--- config.mk ---
export PLATFORM = sky130hd
export DESIGN_NAME = icache
export DESIGN_NICKNAME = d
export VERILOG_FILES = /design/src/rtl/icache.sv
export SDC_FILE = /design/constraint.sdc
export NUM_CORES = 1
export LEC_CHECK = 0
export BUFFER_PORTS_ARGS = -buffer_cell sky130_fd_sc_hd__buf_2
export CAP_MARGIN = 20
export CORE_MARGIN = 5
export CORE_UTILIZATION = 50
export DETAILED_ROUTE_END_ITERATION = 12
export HOLD_SLACK_MARGIN = 0.03
export PLACE_DENSITY = 0.74
export SKIP_LAST_GASP = 1
export SLEW_MARGIN = 20
export SYNTH_ARGS = -nofsm -noshare
export SYNTH_HDL_FRONTEND = slang
export SYNTH_SLANG_ARGS = --single-unit
--- constraint.sdc ---
create_clock -name CLK -period 16.1 [get_ports CLK]
set_clock_uncertainty 0.05 [all_clocks]
set_input_delay 0.805 -clock CLK [delete_from_list [all_inputs] [get_ports CLK]]
set_output_delay 0.805 -clock CLK [all_outputs]
set_load 0.02 [all_outputs]
--- src/rtl/icache.sv ---
// icache: direct-mapped, one-word-per-frame instruction cache.
// Hits are answered combinationally; a miss runs a two-state fill (IDLE/FETCH).
// Optional hit/miss counters are built when ICACHE_STATS_EN is defined.
//
//   state | meaning
//   IDLE  | serve hits, start a fill on a miss
//   FETCH | read fill_addr from memory until iwait drops, then write the frame

module icache #(
  parameter int SETS = 16,
  parameter int TAGW = 30 - $clog2(SETS)
) (
  input  logic        CLK,
  input  logic        nRST,
  input  logic        imemREN,
  input  logic [31:0] imemaddr,
  output logic        ihit,
  output logic [31:0] imemload,
  output logic        iREN,
  output logic [31:0] iaddr,
  input  logic [31:0] iload,
  input  logic        iwait
`ifdef ICACHE_STATS_EN
  ,
  output logic [31:0] hit_count,
  output logic [31:0] miss_count
`endif
);

  localparam int IW = $clog2(SETS);

  localparam logic [0:0] IDLE  = 1'b0;
  localparam logic [0:0] FETCH = 1'b1;

  logic [0:0]      state_q, state_d;
  logic [31:0]     fill_addr_q, fill_addr_d;
  logic [SETS-1:0] valid_q;
  logic [TAGW-1:0] tag_q  [SETS];
  logic [31:0]     data_q [SETS];

  logic [IW-1:0]   req_idx;
  logic [TAGW-1:0] req_tag;
  logic [IW-1:0]   fill_idx;
  logic [TAGW-1:0] fill_tag;
  logic            fill_done;
  logic            miss;
  logic [1:0]      unused_byte_sel;

  assign req_idx  = imemaddr[IW+1:2];
  assign req_tag  = imemaddr[31:IW+2];
  assign fill_idx = fill_addr_q[IW+1:2];
  assign fill_tag = fill_addr_q[31:IW+2];
  assign unused_byte_sel = imemaddr[1:0];

  // Hit detection and datapath-facing outputs; FETCH always reports no hit.
  always_comb begin
    ihit     = 1'b0;
    imemload = 32'd0;
    if (imemREN && (state_q == IDLE) && valid_q[req_idx] && (tag_q[req_idx] == req_tag)) begin
      ihit     = 1'b1;
      imemload = data_q[req_idx];
    end
  end

  assign miss      = imemREN && (state_q == IDLE) && !ihit;
  assign fill_done = (state_q == FETCH) && !iwait;

  // Memory-side outputs come only from registered state.
  assign iREN  = (state_q == FETCH);
  assign iaddr = (state_q == FETCH) ? fill_addr_q : 32'd0;

  // Next-state logic for the fill machine.
  always_comb begin
    state_d     = state_q;
    fill_addr_d = fill_addr_q;
    case (state_q)
      IDLE: begin
        if (miss) begin
          state_d     = FETCH;
          fill_addr_d = {imemaddr[31:2], 2'b00};
        end
      end
      FETCH: begin
        if (!iwait) state_d = IDLE;
      end
      default: state_d = IDLE;
    endcase
  end

  // State, fill address and valid bits; reset abandons any fill in flight.
  always_ff @(posedge CLK or negedge nRST) begin
    if (!nRST) begin
      state_q     <= IDLE;
      fill_addr_q <= 32'd0;
      valid_q     <= '0;
    end else begin
      state_q     <= state_d;
      fill_addr_q <= fill_addr_d;
      if (fill_done) valid_q[fill_idx] <= 1'b1;
    end
  end

  // Tag and data arrays carry no reset; valid bits guard their contents.
  always_ff @(posedge CLK) begin
    if (fill_done) begin
      tag_q[fill_idx]  <= fill_tag;
      data_q[fill_idx] <= iload;
    end
  end

`ifdef ICACHE_STATS_EN
  logic [31:0] hit_count_q, miss_count_q;

  // Free-running, wrapping hit and miss counters.
  always_ff @(posedge CLK or negedge nRST) begin
    if (!nRST) begin
      hit_count_q  <= 32'd0;
      miss_count_q <= 32'd0;
    end else begin
      if (ihit) hit_count_q <= hit_count_q + 32'd1;
      if (miss) miss_count_q <= miss_count_q + 32'd1;
    end
  end

  assign hit_count  = hit_count_q;
  assign miss_count = miss_count_q;
`endif

endmodule

## Yosys cells after proc, flatten, opt, wreduce, memory -nomap -nowiden

Memory sizes are Yosys's and may differ from the RTL's.
Cells that the tools add are included.

| storage, ports and cells | value |
|---|---|
| memory bits (writable) | 928 |
| bits in registers | 47 |
| output and inout bits | 66 |
| bits of input ports | 68 |
| memories kept | 2 |
| logic and storage cells | 32 |

| cells by class | value |
|---|---|
| mux-type cells | 12 |
| reductions and logical operators | 9 |
| bitwise gates (word level) | 2 |
| eq/ne operators | 1 |
| magnitude comparators | 3 |

Memories:

| name | words | width | read ports | clocked after memory_dff | write ports | RTL line | source |
|---|---|---|---|---|---|---|---|
| data_q | 16 | 32 | 1 | 0 | 1 | 39 | `logic [31:0] data_q [SETS];` |
| tag_q | 16 | 26 | 1 | 0 | 1 | 38 | `logic [TAGW-1:0] tag_q [SETS];` |

Operator list:

| kind | number |
|---|---|
| 2-to-1 mux 32 bit | 2 |
| equality test 26 bit | 1 |
| OR 16 bit | 1 |
| < comparator 4 x 5 -> 1 bit, second input constant | 2 |
| 2-to-1 mux 1 bit | 7 |
| logical AND 1 bit | 6 |
| binary-select mux 1 bit (select 4 bit) | 1 |
| demux 1 bit (select 4 bit) | 1 |
| greater-or-equal comparator 4 x 1 -> 1 bit, second input constant | 1 |
| logical NOT 1 bit | 2 |
| one-hot mux 1 bit (2 select lines) | 1 |
| AND reduction 2 bit | 1 |
| inverter 1 bit | 1 |

## Depth between registers and ports, before layout

| logic depth | value |
|---|---|
| depth after elaboration | 9 |
| mapped depth | 14 |
| mapped depth without buffers | 8 |

## Worst setup path after synthesis

Ideal clock, no wire load.

| timing path | value |
|---|---|
| path kind | input -> register |
| from | input iwait |
| to | register valid_q[1] |
| arrival time | 5667 ps |
| setup time | 89 ps |
| required time | 15961 ps |
| cell stages on the path | 3 |
| slack | 10294 ps |
| path buffers | 0 |
| path through | or3_1 -> nor3_1 -> or2_2 |

| between the ends | value |
|---|---|
| cells in the longest elaborated chain, start to end | 2 |

Ends and longest elaborated chain:

| element | RTL line | source |
|---|---|---|
| start, declared | 22 | `input logic iwait` |
| logical NOT 1 bit | n/a |  |
| logical AND 1 bit | 66 | `assign fill_done = (state_q == FETCH) && !iwait;` |
| end signal, assigned | 95 | `valid_q <= '0;` |
| end signal, assigned by index | 99 | `if (fill_done) valid_q[fill_idx] <= 1'b1;` |
| end, declared | 37 | `logic [SETS-1:0] valid_q;` |

No other way between the ends.
A chain may end at the register's enable or synchronous reset.

## Worst setup path after layout

| timing path | value |
|---|---|
| from | input imemaddr[4] |
| to | output imemload[21] |

| between the ends | value |
|---|---|
| cells in the longest elaborated chain, start to end | 5 |
| elaborated cells on any way between the ends | 8 |
| those cells by class | 1 x eq/ne; 3 x mux; 2 x reduce/logical; 2 x memory |

Ends and longest elaborated chain:

| element | RTL line | source |
|---|---|---|
| start, declared | 16 | `input logic [31:0] imemaddr,` |
| parallel branches: the longest is 4 deep, another holds memory read (16 x 26 bit) | n/a |  |
| 2-to-1 mux 32 bit * | 59 | `if (imemREN && (state_q == IDLE) && valid_q[req_idx] && (tag_q[req_idx] == req_tag)) begin` |
| end, declared | 18 | `output logic [31:0] imemload,` |

Every way passes the cells marked *. The select of a mux whose other input is x is not followed.

==> out/results.tsv <==
stage	metric	value	unit
status	status	complete, no violations	
global_route	grt_pass1_wl	125000	µm
place	place.gp.congestion	0.754	
synthesis	yosysMostFrequentCell	edfxtp_1	
pwr	switching_share	21.7	%
pwr	power_density	132	nW/µm²
critical_path	critPathRequiredTime	15.24	ns
floorplanning	die_x	286	µm
clock_tree	clk_pin_slew	0.07	ns
global_route	grt_max_degree	80	
global_route	grt_overflow	0	
critical_path	worstPathMaxFanout	53	
critical_path	crit_arrival	5.74	ns
sta	rsz0062_at_grt	false	
floorplanning	design.portCount	134	
global_route	antenna_found_initial	7	
synthesis	synth_seq_cells	975	
clock_tree	post-cts-setup-buffer-count	0	
sta	max_freq	0.152	GHz
drt	viasPerCell	6.17	
drt	routedWlPerCell	29.5	µm
clock_tree	cts_sinks	975	
synthesis	ys.flop_type	edfxtp_1	
finish	fillers	5345	
synthesis	syn-cell-area	38000	µm²
floorplanning	core-area	75700	µm²
clock_tree	cts-root-buf	clkbuf_16	
pwr	seqPwrFrac	53.2	%
pwr	ir_worst_vdd	194	µV
sta	slew_violations	0	
floorplanning	rows	101	
worst_hold_path	min_path_type	primary input to asynchronous set/reset pin	
drt	ant_nets	0	
synthesis	yosys-top-cells-area	edfxtp_1 73%, mux4_2 14%, dfrtp_1 3.1%, mux2i_1 1.6%, mux2_4 1.1%	
finish	nNetsFinal	1918	
sta	finalCriticalPeriod	6.60	ns
clock_tree	cts_tree	done	
critical_path	setup.worst_path.start_class	primary input	
clock_tree	clock_latency	0.64	ns
drt	drc	0	
job	drv_cap	0	
synthesis	synth_cell_types	56	
synthesis	yosys.area.top_type	edfxtp_1	
synthesis	avgSynthCellArea	22.7	µm²
pwr	combPwrFrac	6.9	%
finish	layout-drive-gt1-share	32.2	%
sta	worst_pin_slew	1.14	ns
clock_tree	numCtsBuffers	92	
pwr	p_switching	1230	µW
clock_tree	cts.path.max_buffers	3	
synthesis	async_flop_share	4.82	%
sta	finalSetupViolations	0	
global_route	grt_use_total	20.9	%
sta	fin_tns_setup	0	ns
critical_path	crit_type	primary input to output pin	
sta	finalHoldViolations	0	
synthesis	yosysSeqAreaShare	76.3	%
drt	vias	17900	
finish	regArea	29000	µm²
finish	stdcell_count	2904	
pwr	power_leakage	0.0141	µW
drt	drtIter0Drc	1820	
pwr	power_frac_clock	39.8	%
place	io_buffer_count	129	
clock_tree	postCtsHoldBufs	0	
global_route	grt_pass1_vias	18300	
sta	slew_headroom	23.7	%
sta	hold_ws	0.291	ns
drt	dr.pass1.iters	5	
clock_tree	ctsHtreeMaxLevel	3	
synthesis	syn_inst	1677	
place	hpwl	43600	µm
floorplanning	die_area	81700	µm²
synthesis	synth-edff-count	928	
pwr	p_int	4450	µW
critical_path	cp-end-kind	output pin	
clock_tree	cts_resized	0	
synthesis	yosysWarningCount	0	
floorplanning	start_util	50.3	%
synthesis	synthTopCellsByCount	928 x edfxtp_1, 243 x mux4_2, 59 x mux2i_1	
floorplanning	fp.dieH	286	µm
finish	synthToLayoutAreaGrowth	13.1	%
finish	multi_input_area	8610	µm²
place	place_inst	2734	
drt	wl	85500	µm
synthesis	synth_top_area_share	73.3	%
sta	min_period_over_period	41.0	%
-- metal layers --
layer	track usage [%]	part of all wire [%]	vias up	routed length, µm
met5	0	0.037	-	32
met2	35.4	51	815	43700
li1	-	-	7379	-
met1	29.1	39	9609	33400
met3	3.71	8.1	99	6930
met4	4.27	1.7	6	1480
-- flip-flops by register name, indices dropped and copies added (netlist names) --
register,count
data_q,512
tag_q,416
fill_addr_q,30
valid_q,16
iREN,1
-- final timing paths --
| path | cells after the start | slack, ns | from | endpoint |
|---|---|---|---|---|
| max in group asynchronous | 2 | 15.17 | nRST | fill_addr_q[26] |
| setup / recovery | 12 | 9.50 | imemaddr[4] | imemload[21] |
| min in group CLK | 2 | 0.38 | imemaddr[21] | fill_addr_q[21] |
| hold reg to reg | 1 | 0.41 | valid_q[9] | valid_q[9] |
| hold / removal | 2 | 0.29 | nRST | fill_addr_q[12] |
| setup reg to reg | 9 | 11.60 | tag_q[7][20] | fill_addr_q[2] |
-- critical path, stage by stage --
cell and delay [ns]:
buf_6 0.37, buf_4 0.74, buf_4 0.82, mux4_2 0.41
mux2i_1 0.31, xor2_1 0.27, a31oi_1 0.13, a2111oi_1 0.49
nand3_1 0.14, or4_4 0.71, nor2b_1 0.23, buf_2 0.19
-- cells by family (layout without fill, tap and decap cells) --
group                     count (synthesis)  in the layout  share of synthesized area (%)
DFF                                     975            975                           76.3
xor gates and xnor gates                 27             27                          0.622
buffers and inverters                    92            337                           1.31
other                                     1              5                        0.00986
and+or+nand+nor                         173            173                           2.67
AOI/OAI and AO/OA                        64             64                           1.19
muxes                                   345            345                           17.9
-- metrics by stage --
| stage | setup WS (ns) | cell area [µm²] | utilization [%] | power [µW] |
|---|---|---|---|---|
| 5_1_grt | 9.26 | 43000 | 56.8 | 5870 |
| 6_report | 9.50 | 43000 | 56.9 | 5690 |
| 3_3_place_gp | 9.22 | 39800 | 52.6 | 3460 |
| 2_1_floorplan | 10.29 | 38000 | - | 3310 |
| 4_1_cts | 9.54 | 43000 | 56.8 | 5720 |
| 3_5_place_dp | 9.29 | 39900 | 52.7 | 3480 |
-- final cells by class --
class / instances / share of cell area, %
multi-input cells: 611 / 20.0
repair buffers: 164 / 2.21
clock buffers: 111 / 5.63
flip-flops and latches: 975 / 67.5
inverters: 6 / 0.0552
well taps: 978 / 2.84
clock inverters: 56 / 1.74
diodes: 3 / 0.0174
-- power groups by stage --
stage / logic (µW) / clock network (µW) / registers (µW)
detailed placement: 399 / 0 / 3080
global placement: 392 / 0 / 3060
global route: 420 / 2410 / 3040
finish: 394 / 2260 / 3030
CTS: 401 / 2300 / 3030
floorplan: 264 / 0 / 3040
-- layout by cell type, fill, tap and decap left out, types with 6 or more instances in the layout --
cell and instances:
edfxtp_1 928, mux4_2 243, buf_2 126, clkbuf_16 92
mux2i_1 59, dfrtp_1 47, nor2b_1 41, buf_4 33
and2_1 30, mux2_4 29, xnor2_1 17, or2_2 17
bufinv_16 17, clkinv_2 15, nor2_1 14, clkbuf_1 14
nand2_1 13, a21oi_1 13, clkinv_1 13, nor2_4 12
a22oi_1 10, xor2_1 10, mux4_1 9, nor3_1 9
a22o_1 8, o21ai_0 8, o22ai_1 6
Note: power is estimated with default switching activity, not from simulation.
